**config.mk**
```make
export PLATFORM = sky130hd
export DESIGN_NAME = cpu_ctrl
export DESIGN_NICKNAME = d
export VERILOG_FILES = /design/src/rtl/cpu_ctrl.sv
export SDC_FILE = /design/constraint.sdc
export NUM_CORES = 1
export LEC_CHECK = 0
export CAP_MARGIN = 10
export CORE_MARGIN = 3
export CORE_UTILIZATION = 35
export CTS_BUF_LIST = sky130_fd_sc_hd__clkbuf_16
export DETAILED_ROUTE_END_ITERATION = 10
export GPL_ROUTABILITY_DRIVEN = 0
export HOLD_SLACK_MARGIN = 0.02
export PLACE_DENSITY = 0.72
export SETUP_SLACK_MARGIN = 0.05
export SYNTH_ARGS = -nofsm -noshare
export SYNTH_HDL_FRONTEND = slang
export SYNTH_SLANG_ARGS = --single-unit
```
**constraint.sdc**
```tcl
create_clock -name clk -period 3.1 [get_ports clk]
set_input_delay 0.62 -clock clk [delete_from_list [all_inputs] [get_ports clk]]
set_output_delay 0.62 -clock clk [all_outputs]
set_load 0.01 [all_outputs]
```
**src/rtl/cpu_ctrl.sv**
```systemverilog
// Multi-cycle control sequencer for the 16-bit CPU: owns PC/IR/flags, walks
// FETCH -> EXEC [-> MEM], steers function-unit operands and sequences load/store.
module cpu_ctrl #(
  parameter logic [15:0] RESET_PC = 16'h0000
) (
  input  logic        clk,
  input  logic        rst_n,
  output logic        imem_req,
  output logic [15:0] imem_addr,
  input  logic        imem_ack,
  input  logic [15:0] imem_rdata,
  output logic        dmem_req,
  output logic        dmem_we,
  output logic [15:0] dmem_addr,
  output logic [15:0] dmem_wdata,
  input  logic        dmem_ack,
  input  logic [15:0] dmem_rdata,
  output logic [2:0]  rf_aa_out,
  output logic [2:0]  rf_ba_out,
  input  logic [15:0] rf_a_in,
  input  logic [15:0] rf_b_in,
  output logic        rf_we_out,
  output logic [2:0]  rf_da_out,
  output logic [15:0] rf_wd_out,
  output logic [3:0]  fu_fs_out,
  output logic [15:0] fu_a_out,
  output logic [15:0] fu_b_out,
  input  logic [15:0] fu_f_in,
  input  logic        fu_z_in,
  input  logic        fu_n_in,
  output logic        halted,
  output logic [2:0]  dbg_state
);

  typedef enum logic [2:0] {
    S_IDLE  = 3'd0,
    S_FETCH = 3'd1,
    S_EXEC  = 3'd2,
    S_MEM   = 3'd3,
    S_HALT  = 3'd4
  } state_t;

  localparam logic [2:0] CLS_ALU_R = 3'd0;
  localparam logic [2:0] CLS_ALU_I = 3'd1;
  localparam logic [2:0] CLS_LOAD  = 3'd2;
  localparam logic [2:0] CLS_STORE = 3'd3;
  localparam logic [2:0] CLS_BRZ   = 3'd4;
  localparam logic [2:0] CLS_BRN   = 3'd5;
  localparam logic [2:0] CLS_JMP   = 3'd6;
  localparam logic [2:0] CLS_HALT  = 3'd7;

  state_t      state_q, state_d;
  logic [15:0] pc_q, pc_d;
  logic [15:0] ir_q, ir_d;
  logic        z_q, z_d;
  logic        n_q, n_d;

  logic [2:0]  cls, da, aa, ba;
  logic [3:0]  fs;
  logic [15:0] imm_ext, off_ext;
  logic        ir_live;

  assign cls     = ir_q[15:13];
  assign fs      = ir_q[12:9];
  assign da      = ir_q[8:6];
  assign aa      = ir_q[5:3];
  assign ba      = ir_q[2:0];
  assign imm_ext = {13'd0, ir_q[2:0]};
  assign off_ext = {{10{ir_q[8]}}, ir_q[8:6], ir_q[2:0]};

  // IR-derived outputs are only meaningful once an instruction is latched;
  // gating them keeps every output at 0 while in reset/IDLE/FETCH/HALT.
  assign ir_live = (state_q == S_EXEC) || (state_q == S_MEM);

  always_ff @(posedge clk or negedge rst_n) begin
    if (!rst_n) begin
      state_q <= S_IDLE;
      pc_q    <= RESET_PC;
      ir_q    <= 16'd0;
      z_q     <= 1'b0;
      n_q     <= 1'b0;
    end else begin
      state_q <= state_d;
      pc_q    <= pc_d;
      ir_q    <= ir_d;
      z_q     <= z_d;
      n_q     <= n_d;
    end
  end

  // Handshake: a request is raised in FETCH/MEM and held, with address and
  // write data stable, until ack is sampled high on a rising edge; the FSM
  // leaves the state on that edge so the request drops the following cycle.
  // Acks seen in any other state are ignored.
  always_comb begin
    state_d   = state_q;
    pc_d      = pc_q;
    ir_d      = ir_q;
    z_d       = z_q;
    n_d       = n_q;
    imem_req  = 1'b0;
    dmem_req  = 1'b0;
    dmem_we   = 1'b0;
    rf_we_out = 1'b0;
    rf_da_out = 3'd0;
    rf_wd_out = 16'd0;
    halted    = 1'b0;

    case (state_q)
      S_IDLE: begin
        state_d = S_FETCH;
      end

      S_FETCH: begin
        imem_req = 1'b1;
        if (imem_ack) begin
          ir_d    = imem_rdata;
          pc_d    = pc_q + 16'd1;
          state_d = S_EXEC;
        end
      end

      S_EXEC: begin
        state_d = S_FETCH;
        case (cls)
          CLS_ALU_R, CLS_ALU_I: begin
            rf_we_out = 1'b1;
            rf_da_out = da;
            rf_wd_out = fu_f_in;
            z_d       = fu_z_in;
            n_d       = fu_n_in;
          end
          CLS_LOAD, CLS_STORE: begin
            state_d = S_MEM;
          end
          // pc_q is already incremented, so a zero offset falls through.
          CLS_BRZ: begin
            if (z_q) pc_d = pc_q + off_ext;
          end
          CLS_BRN: begin
            if (n_q) pc_d = pc_q + off_ext;
          end
          CLS_JMP: begin
            pc_d = rf_a_in;
          end
          CLS_HALT: begin
            state_d = S_HALT;
          end
          default: begin
            state_d = S_FETCH;
          end
        endcase
      end

      S_MEM: begin
        dmem_req = 1'b1;
        dmem_we  = (cls == CLS_STORE);
        if (dmem_ack) begin
          state_d = S_FETCH;
          if (cls == CLS_LOAD) begin
            rf_we_out = 1'b1;
            rf_da_out = da;
            rf_wd_out = dmem_rdata;
          end
        end
      end

      S_HALT: begin
        halted = 1'b1;
      end

      default: begin
        state_d = S_IDLE;
      end
    endcase
  end

  assign imem_addr  = pc_q;
  assign rf_aa_out  = ir_live ? aa : 3'd0;
  assign rf_ba_out  = ir_live ? ba : 3'd0;
  assign fu_fs_out  = ir_live ? fs : 4'd0;
  assign fu_a_out   = ir_live ? rf_a_in : 16'd0;
  assign fu_b_out   = !ir_live ? 16'd0 : ((cls == CLS_ALU_I) ? imm_ext : rf_b_in);
  assign dmem_addr  = ir_live ? rf_a_in : 16'd0;
  assign dmem_wdata = ir_live ? rf_b_in : 16'd0;
  assign dbg_state  = state_q;

endmodule

```
==> results of run 1 <==
critical path: stages:
cell	delay (ps)
sky130_fd_sc_hd__clkdlybuf4s50_1	480
sky130_fd_sc_hd__nand3b_1	90
sky130_fd_sc_hd__nor3_2	160
sky130_fd_sc_hd__buf_4	240
sky130_fd_sc_hd__a22o_1	170
sky130_fd_sc_hd__clkdlybuf4s50_1	530
logic make-up (layout without fill, tap and decap cells):
kind of cell / Yosys count / in the layout / share of synthesized area (%)
simple gates: 225 / 225 / 33.9
compound gates: 116 / 116 / 22.2
buf+inv: 51 / 228 / 7.71
flops: 37 / 37 / 26.0
fa+ha+maj: 17 / 17 / 6.19
xor+xnor: 10 / 10 / 2.46
mux: 5 / 5 / 1.51
cells in the mapped netlist (10+ instances only):
| library cell | number |
|---|---|
| sky130_fd_sc_hd__nand2_1 | 76 |
| sky130_fd_sc_hd__and2_1 | 60 |
| sky130_fd_sc_hd__dfrtp_1 | 37 |
| sky130_fd_sc_hd__a21oi_1 | 34 |
| sky130_fd_sc_hd__nor2_1 | 22 |
| sky130_fd_sc_hd__buf_4 | 19 |
| sky130_fd_sc_hd__a22o_1 | 18 |
| sky130_fd_sc_hd__ha_1 | 16 |
| sky130_fd_sc_hd__nand4_1 | 15 |
| sky130_fd_sc_hd__clkbuf_1 | 14 |
| sky130_fd_sc_hd__nand3_1 | 14 |
| sky130_fd_sc_hd__o21ai_0 | 12 |
| sky130_fd_sc_hd__o21ai_1 | 10 |
routing by layer:
layer | track usage, % | share of wire [%] | vias to the layer above
li1 | - | - | 1984
met1 | 28.5 | 41 | 1912
met2 | 38.8 | 49 | 172
met3 | 4.64 | 8.8 | 14
met4 | 3.11 | 1.1 | 0
met5 | 0 | 0 | -
timing repair:
item	CTS	global route
endpoints found under the setup margin	0	19
endpoints found under the hold margin	0	0
resized for setup	0	5
through the flow:
stage                     area (um^2)  power (mW)
after floorplan                  3560        3.20
after global placement           5570        4.51
after detailed placement         5570        4.59
after CTS                        5760        5.29
after global routing             5770        5.73
final                            5770        5.28
worst paths after layout:
check | end | start | slack, ps
setup / recovery | rf_wd_out[9] | dmem_ack | 180
hold / removal | imem_addr[11] | rst_n | 460
hold reg to reg | ir_q[11] | ir_q[11] | 460
setup reg to reg | imem_addr[12] | imem_addr[0] | 350
max in group asynchronous | dbg_state[1] | rst_n | 2010
min in group clk | ir_q[11] | ir_q[11] | 460
final cells by class:
cell class,count,area share (%)
clock buffers,5,2.17
clock inverters,3,1.13
inverters,9,0.586
multi-input cells,373,40.9
flip-flops and latches,37,16.1
well taps,133,2.89
repair buffers,211,36.2
power groups by stage:
stage                     clock [mW]  combinational [mW]  sequential, mW
after floorplan                    0                2.23           0.966
after detailed placement           0                3.54            1.06
final                          0.662                3.56            1.06
after global routing           0.703                3.92            1.11
after CTS                      0.679                3.56            1.05
after global placement             0                3.46            1.05
state kept, by name (all words and copies together), names as in the netlist:
signal and count:
imem_addr 16, ir_q 16, dbg_state 3, n_q 1, z_q 1
layout by cell type, fill, tap and decap left out, drive strengths merged, types with 7 or more instances in the layout:
master and instances:
nor3 8, nand3 14, inv 9, o21ai 22, nor2 23, clkdlybuf4s50 201
nand4 15, a22o 18, a21o 8, a21oi 34, dfrtp 37, nand2 77
ha 16, and2 61, xnor2 7, buf 10
==> results by group, run 1 <==
Timing
  – Number of max-slew violations in the final report: 0
  – Final worst slack: 179 ps
  – Share of the cycle needed by the critical path after routing: 94.2%
  – Hold Slack: between 400 and 500 ps
  – Number of setup violations in the final report: 0
  – Slew @ Worst Pin: about 900 ps
  – Total negative setup slack: 0 ps
  – Post-route minimum period: 2920 ps
  – Worst relative slew slack: between 30% and 40%
  – Upper clock frequency limit: roughly 340 MHz
  – Final hold viol count: 0
  – Worst-case clock skew: approximately 4.6 ps
  – Unrepaired setup endpoints after global routing: no

Logic synthesis
  – Mapped cell area: 0.00356 mm^2
  – Main flop type after synthesis: sky130_fd_sc_hd__dfrtp_1
  – Main area contributors after synthesis: sky130_fd_sc_hd__dfrtp_1 (26%), sky130_fd_sc_hd__and2_1 (11%), sky130_fd_sc_hd__nand2_1 (8.0%), sky130_fd_sc_hd__ha_1 (5.6%), sky130_fd_sc_hd__a21oi_1 (4.8%)
  – Unique cell type count in the Yosys netlist: a little over 60
  – Post-synthesis average cell area: ~7.7 um^2
  – Area share of the largest cell type after synthesis: a little over a quarter
  – Net Count, Synth: 564
  – Ys Warns: 0
  – Fraction of the yosys area taken by sequential cells: a little over a quarter
  – Post-synthesis cell count: roughly 460
  – Post-synth EDFFs: 0
  – Biggest area consumer among synthesized cells: sky130_fd_sc_hd__dfrtp_1
  – Number of flip-flops and latches in the synthesized netlist: 37
  – Async set-or-reset flop fraction in the synthesized netlist: 100%

Clock tree
  – Maximum count of clock buffers along a single path: 2
  – Clock Root Buffer: sky130_fd_sc_hd__clkbuf_16
  – Clock buffers created by TritonCTS: 5
  – Clock insertion delay at the later pin of the skew report: about 280 ps
  – Clock transition at path regs: approximately 60 ps
  – Clock Sink Count: 37
  – Count of hold-fix buffers inserted at cts: 0
  – # H-tree levels: 2
  – Post-CTS setup repair buffer count: 0
  – Clock tree from TritonCTS: built

Layout
  – Finished Layout Cells: 771
  – Utilization after layout: a little under 60%
  – Fraction of final layout cells with drive strength greater than 1: under 10%
  – Sequential Area: about 930 um^2
  – Combined area of the multi-input logic cells: between 0.002 and 0.0025 mm^2
  – Count of fill cells added during filler insertion: slightly above 900
  – Antenna diode count: 0
  – Nets: 740
  – Synth-to-layout area growth: 62.2%

Route
  – Post-DRT Antenna Nets: 0
  – Routed vias/inst: around 5.3
  – Number of DRC markers after the initial detailed-route iteration: about 270
  – Detail-routed net length per standard cell: between 15 and 20 um
  – Detailed-route via count: between 4k and 5k
  – Remaining routing DRC violations: 0
  – Detailed-routing iteration count for the pre-antenna-repair pass: 4
  – Routed Wire Length: around 13 mm

Pwr
  – Internal power: 2.93 mW
  – Portion of total power attributed to sequential cells: 20.0%
  – Cell area power density: 916 mW/mm^2
  – Switching power as a share of total power: between 40 and 50%
  – Leakage Power: 2.35 nW
  – VDD IR-drop max: slightly below 0.0004 V
  – Switching power: ~2.3 mW
  – Relative contribution of combinational cells to total power: 67.5%
  – Portion of total power attributed to the clock network: 12.5%

Setup path
  – CP Data Required Time: 2480 ps
  – Crit end category: primary output
  – Largest fanout of any net on the critical path: 16
  – Type of element launching the critical path: input pin
  – Reg2reg path depth: 8
  – Setup Crit Path Kind: input pin to primary output
  – Critical path data arrival time: around 2300 ps

GRT
  – Via count of the first global-routing pass: about 3.9k
  – Total Routing Usage GR: between 20% and 30%
  – Remaining Overflow, GRT: 0
  – First-pass GRT wire length: about 20 mm
  – Antenna violations before repair: 0
  – Largest net degree at the start of global routing: 38

Die
  – Die area: between 0.01 and 0.015 mm^2
  – Starting utilization of the core area: a little over a third
  – Boundary Pins: ~200
  – Chip height: between 100 and 150 um
  – Std-Cell Core Area: approximately 0.0098 mm^2
  – Total number of placement rows: 36
  – Die extent in x: about 110 um

Worst hold path
  – Hold crit path type: input pin to async pin

Run status
  – Run status: complete, no violations

Place
  – Cell total after placement: 763
  – Estimated wirelength of the detail-placed design: approximately 10 mm
  – Worst Setup Slack post-DPL: 178 ps
  – Quantity of I/O buffers inserted on ports: about 200

Job
  – Maximum Capacitance Violations: 0
(Power assumes the default switching activity.)
==> run 2, diff against run 1 <==
CORE_MARGIN = 5   (was 3)
CORE_UTILIZATION = 39   (was 35)
CTS_CLUSTER_SIZE = 20   (was default)
PLACE_DENSITY = 0.79   (was 0.72)
==> run 2 against run 1 <==
Worst setup slack got worse by 22 ps. Flip-flop and latch count is the same. Critical path depth is the same. Clock power shrank 9.1%. Routed wire length up 4.5%. Hold slack got worse by 1.5 ps. Register-to-register slack better by 90 ps. Sequential share of layout area is essentially flat. Via count increased by 3.0%. Die area decreased by 2.4%. Fmax down 0.74%.
==> results by group, run 2 (synthesis results as in run 1) <==
Run status
  – Run status: complete, no violations (unchanged)

Timing
  – Share of the cycle needed by the critical path after routing: 94.9% (was 94.2%)
  – Slew @ Worst Pin: 896 ps (was 901 ps)
  – Worst-case clock skew: 2.93 ps (was 4.59 ps)
  – Total negative setup slack: 0 ps (unchanged)
  – Unrepaired setup endpoints after global routing: no (unchanged)
  – Post-route minimum period: 2940 ps (was 2920 ps)
  – Final hold viol count: 0 (unchanged)
  – Upper clock frequency limit: 340 MHz (was 342 MHz)
  – Number of max-slew violations in the final report: 0 (unchanged)
  – Worst relative slew slack: 40.3% (was 40.0%)
  – Number of setup violations in the final report: 0 (unchanged)

Die
  – Chip height: 105 um (was 107 um)
  – Die extent in x: 105 um (was 107 um)
  – Total number of placement rows: 34 (was 36)
  – Std-Cell Core Area: 0.00881 mm^2 (was 0.00982 mm^2)
  – Starting utilization of the core area: 40.4% (was 36.2%)
  – Boundary Pins: 203 (unchanged)
  – Die area: 0.0111 mm^2 (was 0.0114 mm^2)

Layout
  – Synth-to-layout area growth: 61.3% (was 62.2%)
  – Count of fill cells added during filler insertion: 769 (was 905)
  – Highest-count cells in the layout ignoring fill and taps: sky130_fd_sc_hd__clkdlybuf4s50_1 (201), sky130_fd_sc_hd__nand2_1 (75), sky130_fd_sc_hd__and2_1 (60), sky130_fd_sc_hd__dfrtp_1 (36), sky130_fd_sc_hd__a21oi_1 (34) (was sky130_fd_sc_hd__clkdlybuf4s50_1 (201), sky130_fd_sc_hd__nand2_1 (76), sky130_fd_sc_hd__and2_1 (60), sky130_fd_sc_hd__a21oi_1 (34), sky130_fd_sc_hd__dfrtp_1 (34))
  – Antenna diode count: 0 (unchanged)
  – Most common cell after layout, fill and taps aside: sky130_fd_sc_hd__clkdlybuf4s50_1 (unchanged)
  – Nets: 742 (was 740)
  – Fraction of final layout cells with drive strength greater than 1: 5.47% (was 5.33%)

Setup path
  – Reg2reg path depth: 8 (unchanged)
  – Cell class contributing the biggest share of worst-path delay: buffers and inverters (unchanged)
  – CP Data Required Time: 2480 ps (about the same)
  – Reg2Reg Capture Point: imem_addr[12] (unchanged)
  – Crit path largest cell delay: 540 ps (was 530 ps)
  – Crit end category: primary output (unchanged)
  – Register-to-register setup slack: 440 ps (was 350 ps)
  – Crit path cell chain: clkdlybuf4s50_1 > nand3b_1 > nor3_2 > or2_4 > and3_1 > clkdlybuf4s50_1 (was clkdlybuf4s50_1 > nand3b_1 > nor3_2 > buf_4 > a22o_1 > clkdlybuf4s50_1)
  – CP max-delay cell: sky130_fd_sc_hd__clkdlybuf4s50_1 (unchanged)
  – Largest fanout of any net on the critical path: 4 (was 16)
  – Critical Path Most Common Cell: sky130_fd_sc_hd__clkdlybuf4s50_1 (unchanged)
  – Critical path data arrival time: 2320 ps (was 2300 ps)
  – Worst path bufs/invs: 2 (was 3)
  – Type of element launching the critical path: input pin (unchanged)
  – R2r startpoint: ir_q[0] (was imem_addr[0])
  – Setup Crit Path Kind: input pin to primary output (unchanged)

GRT
  – First-pass GRT wire length: 21.8 mm (was 20.4 mm)
  – Largest net degree at the start of global routing: 44 (was 38)
  – Via count of the first global-routing pass: 4,200 (was 3,893)
  – Total Routing Usage GR: 23.8% (was 22.0%)
  – Global routing met3 resource utilization: 6.23% (was 4.64%)
  – Busiest metal layer after global routing: met2 (unchanged)
  – Met1 Track Usage GR: 28.7% (was 28.5%)
  – Remaining Overflow, GRT: 0 (unchanged)
  – GR met2 Demand/Resource: 41.4% (was 38.8%)
  – Antenna violations before repair: 0 (unchanged)

Route
  – Number of DRC markers after the initial detailed-route iteration: 239 (was 273)
  – Detailed-route via count: 4,206 (was 4,082)
  – Routed vias/inst: 5.62 (was 5.29)
  – Detail-routed net length per standard cell: 18.3 um (was 17.0 um)
  – Post-DRT Antenna Nets: 0 (unchanged)
  – Remaining routing DRC violations: 0 (unchanged)
  – Detailed-routing iteration count for the pre-antenna-repair pass: 5 (was 4)
  – Routed Wire Length: 13.7 mm (was 13.1 mm)

Clock tree
  – Clock Sink Count: 37 (unchanged)
  – # H-tree levels: 2 (unchanged)
  – Clock tree from TritonCTS: built (unchanged)
  – Count of hold-fix buffers inserted at cts: 0 (unchanged)
  – Clock insertion delay at the later pin of the skew report: 280 ps (about the same)
  – Clock transition at path regs: 60 ps (about the same)
  – Clock Root Buffer: sky130_fd_sc_hd__clkbuf_16 (unchanged)
  – Clock buffers created by TritonCTS: 5 (unchanged)
  – Maximum count of clock buffers along a single path: 2 (unchanged)

Pwr
  – Leakage Power: 2.35 nW (about the same)
  – Portion of total power attributed to the clock network: 11.4% (was 12.5%)
  – Internal power: 2.85 mW (was 2.93 mW)
  – VDD IR-drop max: 0.000398 V (was 0.000386 V)
  – Switching power: 2.42 mW (was 2.35 mW)
  – Switching power as a share of total power: 45.9% (was 44.5%)
  – Cell area power density: 918 mW/mm^2 (was 916 mW/mm^2)
  – Portion of total power attributed to sequential cells: 20.5% (was 20.0%)
  – Total power after layout: 5.26 mW (was 5.28 mW)
  – Relative contribution of combinational cells to total power: 68.1% (was 67.5%)

Worst hold path
  – Hold crit path type: input pin to async pin (unchanged)

Place
  – Quantity of I/O buffers inserted on ports: 202 (unchanged)
  – Estimated wirelength of the detail-placed design: 10.7 mm (was 10.3 mm)

Job
  – Maximum Capacitance Violations: 0 (unchanged)
## run 2: per-layer routing
metal  up-vias  wire (um)
li1       1981          -
met1      1976       5310
met2       206       6950
met3        43       1070
met4         0        362
met5         -          0
## run 2: how the worst max path moves through the flow
| stage | from | endpoint | slack (ps) | cells past startpoint |
|---|---|---|---|---|
| 2_1_floorplan | imem_addr[0] | imem_addr[12] | 670 | 8 |
| 3_3_place_gp | dmem_ack | rf_da_out[2] | 110 | 6 |
| 3_5_place_dp | dmem_ack | rf_da_out[2] | 100 | 6 |
| 4_1_cts | dmem_ack | rf_da_out[2] | 70 | 6 |
| 5_1_grt | dbg_state[0] | rf_wd_out[3] | 60 | 6 |
| 6_report | dmem_ack | rf_da_out[2] | 160 | 6 |
## run 2: power by group through the flow
stage	Combinational (mW)	Sequential, mW	Clock (mW)
floorplan	2.23	0.966	0
global placement	3.42	1.06	0
detailed placement	3.52	1.08	0
CTS	3.55	1.07	0.604
global route	3.93	1.12	0.624
finish	3.58	1.08	0.602
## run 2: area by class of cell
class,instances,area [um^2],share of cell area [%]
Clock inverter,3,46.3,0.807
Sequential cell,37,927,16.2
Tap cell,108,135,2.36
Timing Repair Buffer,213,2110,36.7
Clock buffer,5,125,2.18
Inverter,9,33.8,0.589
Multi-Input combinational cell,373,2360,41.2
## run 2: timing repair
action | 4_1_cts | 5_1_grt
setup buffers | 0 | 2
gates resized for setup | 1 | 4
setup endpoints to repair | 1 | 13
## run 2: stage by stage
stage / worst slack [ps] / area [um^2] / hold slack [ps] / util (%) / std cells
final: 157 / 5740 / 461 / 65.1 / 748
after detailed placement: 96.1 / 5540 / 459 / 62.9 / 738
after global placement: 106 / 5540 / 450 / 62.9 / 738
after global routing: 58.3 / 5740 / 504 / 65.1 / 748
after CTS: 67.4 / 5710 / 474 / 64.8 / 746
after floorplan: 672 / 3560 / 324 / - / 461
==> run 3, diff against run 2 <==
ABC_AREA = 1   (was default)
CORE_UTILIZATION = 40   (was 39)
SKIP_LAST_GASP = 1   (was default)
==> run 3 against run 2 <==
Fmax increased by 1.3%. Routed wire length increased by 2.5%. Synthesized cell count up 36%. Hold slack got worse by 11 ps. Final cell count rose by 22%. Non-clock buffer count shrank 4. Sequential power is 6% lower. Critical endpoint is now rf_we_out.
==> results by group, run 3 <==
Die
  – Chip height: 107 um (was 105 um)
  – Std-Cell Core Area: 0.00920 mm^2 (was 0.00881 mm^2)
  – Die area: 0.0115 mm^2 (was 0.0111 mm^2)
  – Die extent in x: 107 um (was 105 um)
  – Boundary Pins: 203 (unchanged)
  – Starting utilization of the core area: 41.0% (was 40.4%)
  – Total number of placement rows: 35 (was 34)

Place
  – Quantity of I/O buffers inserted on ports: 202 (unchanged)
  – Estimated wirelength of the detail-placed design: 11.4 mm (was 10.7 mm)
  – Placed cell area: 0.00576 mm^2 (was 0.00554 mm^2)

Logic synthesis
  – Most common library cells after synthesis: sky130_fd_sc_hd__nand2_1 (136), sky130_fd_sc_hd__inv_1 (109), sky130_fd_sc_hd__nor2_1 (96) (was sky130_fd_sc_hd__nand2_1 (76), sky130_fd_sc_hd__and2_1 (60), sky130_fd_sc_hd__dfrtp_1 (37))
  – Net Count, Synth: 728 (was 564)
  – Library cell with the highest instance count after synthesis: sky130_fd_sc_hd__nand2_1 (unchanged)
  – Unique cell type count in the Yosys netlist: 34 (was 62)
  – Main flop type after synthesis: sky130_fd_sc_hd__dfrtp_1 (unchanged)
  – Biggest area consumer among synthesized cells: sky130_fd_sc_hd__dfrtp_1 (unchanged)
  – Mapped cell area: 0.00377 mm^2 (was 0.00356 mm^2)
  – Ys Warns: 0 (unchanged)
  – Main area contributors after synthesis: sky130_fd_sc_hd__dfrtp_1 (25%), sky130_fd_sc_hd__nand2_1 (14%), sky130_fd_sc_hd__inv_1 (11%), sky130_fd_sc_hd__nor2_1 (9.6%), sky130_fd_sc_hd__a21oi_1 (7.6%) (was sky130_fd_sc_hd__dfrtp_1 (26%), sky130_fd_sc_hd__and2_1 (11%), sky130_fd_sc_hd__nand2_1 (8.0%), sky130_fd_sc_hd__ha_1 (5.6%), sky130_fd_sc_hd__a21oi_1 (4.8%))
  – Post-synthesis cell count: 625 (was 461)
  – Async set-or-reset flop fraction in the synthesized netlist: 100% (unchanged)
  – Area share of the largest cell type after synthesis: 24.6% (was 26.0%)
  – Post-synth EDFFs: 0 (unchanged)
  – Number of flip-flops and latches in the synthesized netlist: 37 (unchanged)
  – Post-synthesis average cell area: 6.03 um^2 (was 7.71 um^2)
  – Fraction of the yosys area taken by sequential cells: 24.6% (was 26.0%)

Timing
  – Worst-case clock skew: 7.04 ps (was 2.93 ps)
  – Worst relative slew slack: 42.4% (was 40.3%)
  – Final hold viol count: 0 (unchanged)
  – Number of setup violations in the final report: 0 (unchanged)
  – Post-route minimum period: 2900 ps (was 2940 ps)
  – Upper clock frequency limit: 344 MHz (was 340 MHz)
  – Unrepaired setup endpoints after global routing: no (unchanged)
  – Number of max-slew violations in the final report: 0 (unchanged)
  – Share of the cycle needed by the critical path after routing: 93.7% (was 94.9%)
  – Slew @ Worst Pin: 864 ps (was 896 ps)
  – Total negative setup slack: 0 ps (unchanged)

Layout
  – Post-layout instance area: 0.00592 mm^2 (was 0.00574 mm^2)
  – Combined area of the multi-input logic cells: 0.00219 mm^2 (was 0.00236 mm^2)
  – Synth-to-layout area growth: 57.1% (was 61.3%)
  – Fraction of final layout cells with drive strength greater than 1: 3.85% (was 5.47%)
  – Highest-count cells in the layout ignoring fill and taps: sky130_fd_sc_hd__clkdlybuf4s50_1 (201), sky130_fd_sc_hd__nand2_1 (136), sky130_fd_sc_hd__inv_1 (109), sky130_fd_sc_hd__nor2_1 (96), sky130_fd_sc_hd__a21oi_1 (57) (was sky130_fd_sc_hd__clkdlybuf4s50_1 (201), sky130_fd_sc_hd__nand2_1 (75), sky130_fd_sc_hd__and2_1 (60), sky130_fd_sc_hd__dfrtp_1 (36), sky130_fd_sc_hd__a21oi_1 (34))
  – Most common cell after layout, fill and taps aside: sky130_fd_sc_hd__clkdlybuf4s50_1 (unchanged)
  – Utilization after layout: 64.4% (was 65.1%)
  – Antenna diode count: 0 (unchanged)
  – Sequential Area: 926 um^2 (was 927 um^2)
  – Count of fill cells added during filler insertion: 817 (was 769)
  – Nets: 907 (was 742)

Setup path
  – CP max-delay cell: sky130_fd_sc_hd__clkdlybuf4s50_1 (unchanged)
  – Critical path data arrival time: 2280 ps (was 2320 ps)
  – Register-to-register setup slack: 830 ps (was 440 ps)
  – Reg2reg path depth: 9 (was 8)
  – Type of element launching the critical path: flip-flop (was input pin)
  – Crit path largest cell delay: 550 ps (was 540 ps)
  – Crit path cell chain: inv_1 > nand2_4 > nor2_2 > nand4_1 > inv_4 > nor2_1 > inv_1 > clkdlybuf4s50_1 (was clkdlybuf4s50_1 > nand3b_1 > nor3_2 > or2_4 > and3_1 > clkdlybuf4s50_1)
  – Reg2Reg Capture Point: imem_addr[9] (was imem_addr[12])
  – Setup Crit Path Kind: flip-flop to primary output (was input pin to primary output)
  – CP Data Required Time: 2480 ps (about the same)
  – Largest fanout of any net on the critical path: 17 (was 4)
  – Critical Path Most Common Cell: sky130_fd_sc_hd__inv_1 (was sky130_fd_sc_hd__clkdlybuf4s50_1)
  – Crit end category: primary output (unchanged)
  – R2r startpoint: dbg_state[2] (was ir_q[0])

Pwr
  – Leakage Power: 2.90 nW (was 2.35 nW)
  – Total power after layout: 5.92 mW (was 5.26 mW)
  – VDD IR-drop max: 0.000494 V (was 0.000398 V)
  – Cell area power density: 1000 mW/mm^2 (was 918 mW/mm^2)

Route
  – Post-DRT Antenna Nets: 0 (unchanged)
  – Detailed-route via count: 4,633 (was 4,206)
  – Routed vias/inst: 5.06 (was 5.62)
  – Remaining routing DRC violations: 0 (unchanged)
  – Number of DRC markers after the initial detailed-route iteration: 202 (was 239)
  – Detailed-routing iteration count for the pre-antenna-repair pass: 5 (unchanged)
  – Routed Wire Length: 14.0 mm (was 13.7 mm)
  – Detail-routed net length per standard cell: 15.3 um (was 18.3 um)

GRT
  – Remaining Overflow, GRT: 0 (unchanged)
  – Via count of the first global-routing pass: 4,860 (was 4,200)
  – Total Routing Usage GR: 24.2% (was 23.8%)
  – First-pass GRT wire length: 22.5 mm (was 21.8 mm)
  – Largest net degree at the start of global routing: 49 (was 44)
  – Antenna violations before repair: 0 (unchanged)

Clock tree
  – Maximum count of clock buffers along a single path: 2 (unchanged)
  – Clock Root Buffer: sky130_fd_sc_hd__clkbuf_16 (unchanged)
  – Clock transition at path regs: 70 ps (was 60 ps)
  – Clock buffers created by TritonCTS: 5 (unchanged)
  – Clock insertion delay at the later pin of the skew report: 280 ps (about the same)
  – Post-CTS setup repair buffer count: 0 (unchanged)
  – Clock Sink Count: 37 (unchanged)
  – # H-tree levels: 2 (unchanged)
  – Clock tree from TritonCTS: built (unchanged)

Job
  – Maximum Capacitance Violations: 0 (unchanged)

Run status
  – Run status: complete, no violations (unchanged)

Worst hold path
  – Hold crit path type: input pin to async pin (unchanged)
-- run 3: repair_timing --
action / CTS / global route
gates resized for setup: 0 / 3
setup endpoints to repair: 0 / 20
hold buffers: 0 / 0
-- run 3: metal layers --
layer / vias up / part of all wire (%) / track usage (%)
met4: 0 / 2.4 / 8.22
met1: 2100 / 36 / 24.7
met5: - / 0 / 0
li1: 2320 / - / -
met2: 185 / 53 / 45.2
met3: 28 / 8.9 / 8.43
-- run 3: per-stage QoR --
step           std cells  hold WS [ps]  setup WS, ps
6_report             916           450           195
5_1_grt              916           512          41.1
4_1_cts              916           480          64.5
3_5_place_dp         908           465           209
3_3_place_gp         908           461           238
2_1_floorplan        625           324          1050
-- run 3: report_power, final --
part           leakage, nW  internal [mW]  total [mW]  switching [mW]
registers            0.416          0.708        1.02           0.311
clock network       0.0702          0.300       0.521           0.221
logic                 2.41           1.92        4.38            2.46
-- run 3: area by class of cell --
class                      count  share of cell area [%]
inverter                     115                    7.33
multi-input combinational    436                    37.0
tap                          111                    2.35
clock inverter                 3                   0.359
timing repair buffer         209                    35.2
clock buffer                   5                    2.11
sequential                    37                    15.6
-- run 3: worst max-delay path by stage --
stage	slack, ps	startpoint	end	cells past startpoint
2_1_floorplan	1050	dbg_state[2]	fu_a_out[10]	6
3_3_place_gp	240	dmem_ack	rf_we_out	6
3_5_place_dp	210	dmem_ack	rf_we_out	6
4_1_cts	60	dbg_state[2]	rf_we_out	8
5_1_grt	40	dbg_state[2]	rf_da_out[1]	8
6_report	200	dbg_state[2]	rf_we_out	8
-- run 3: cell families after synthesis --
kind of cell | count (synthesis) | synth area share, %
multiplexers | 1 | 0.299
AND/OR/NAND/NOR | 305 | 33.8
AO/OA/AOI/OAI | 104 | 15.9
flip-flops | 37 | 24.6
buffers and inverters | 152 | 17.5
XOR/XNOR | 9 | 2.09
adder cells (fa/ha/maj) | 17 | 5.85
-- run 3: worst max-delay path: cells and delay by family (launching register included) --
family / cells / cell delay [ps]
flops: 1 / 440
simple gates: 4 / 570
buf+inv: 4 / 980
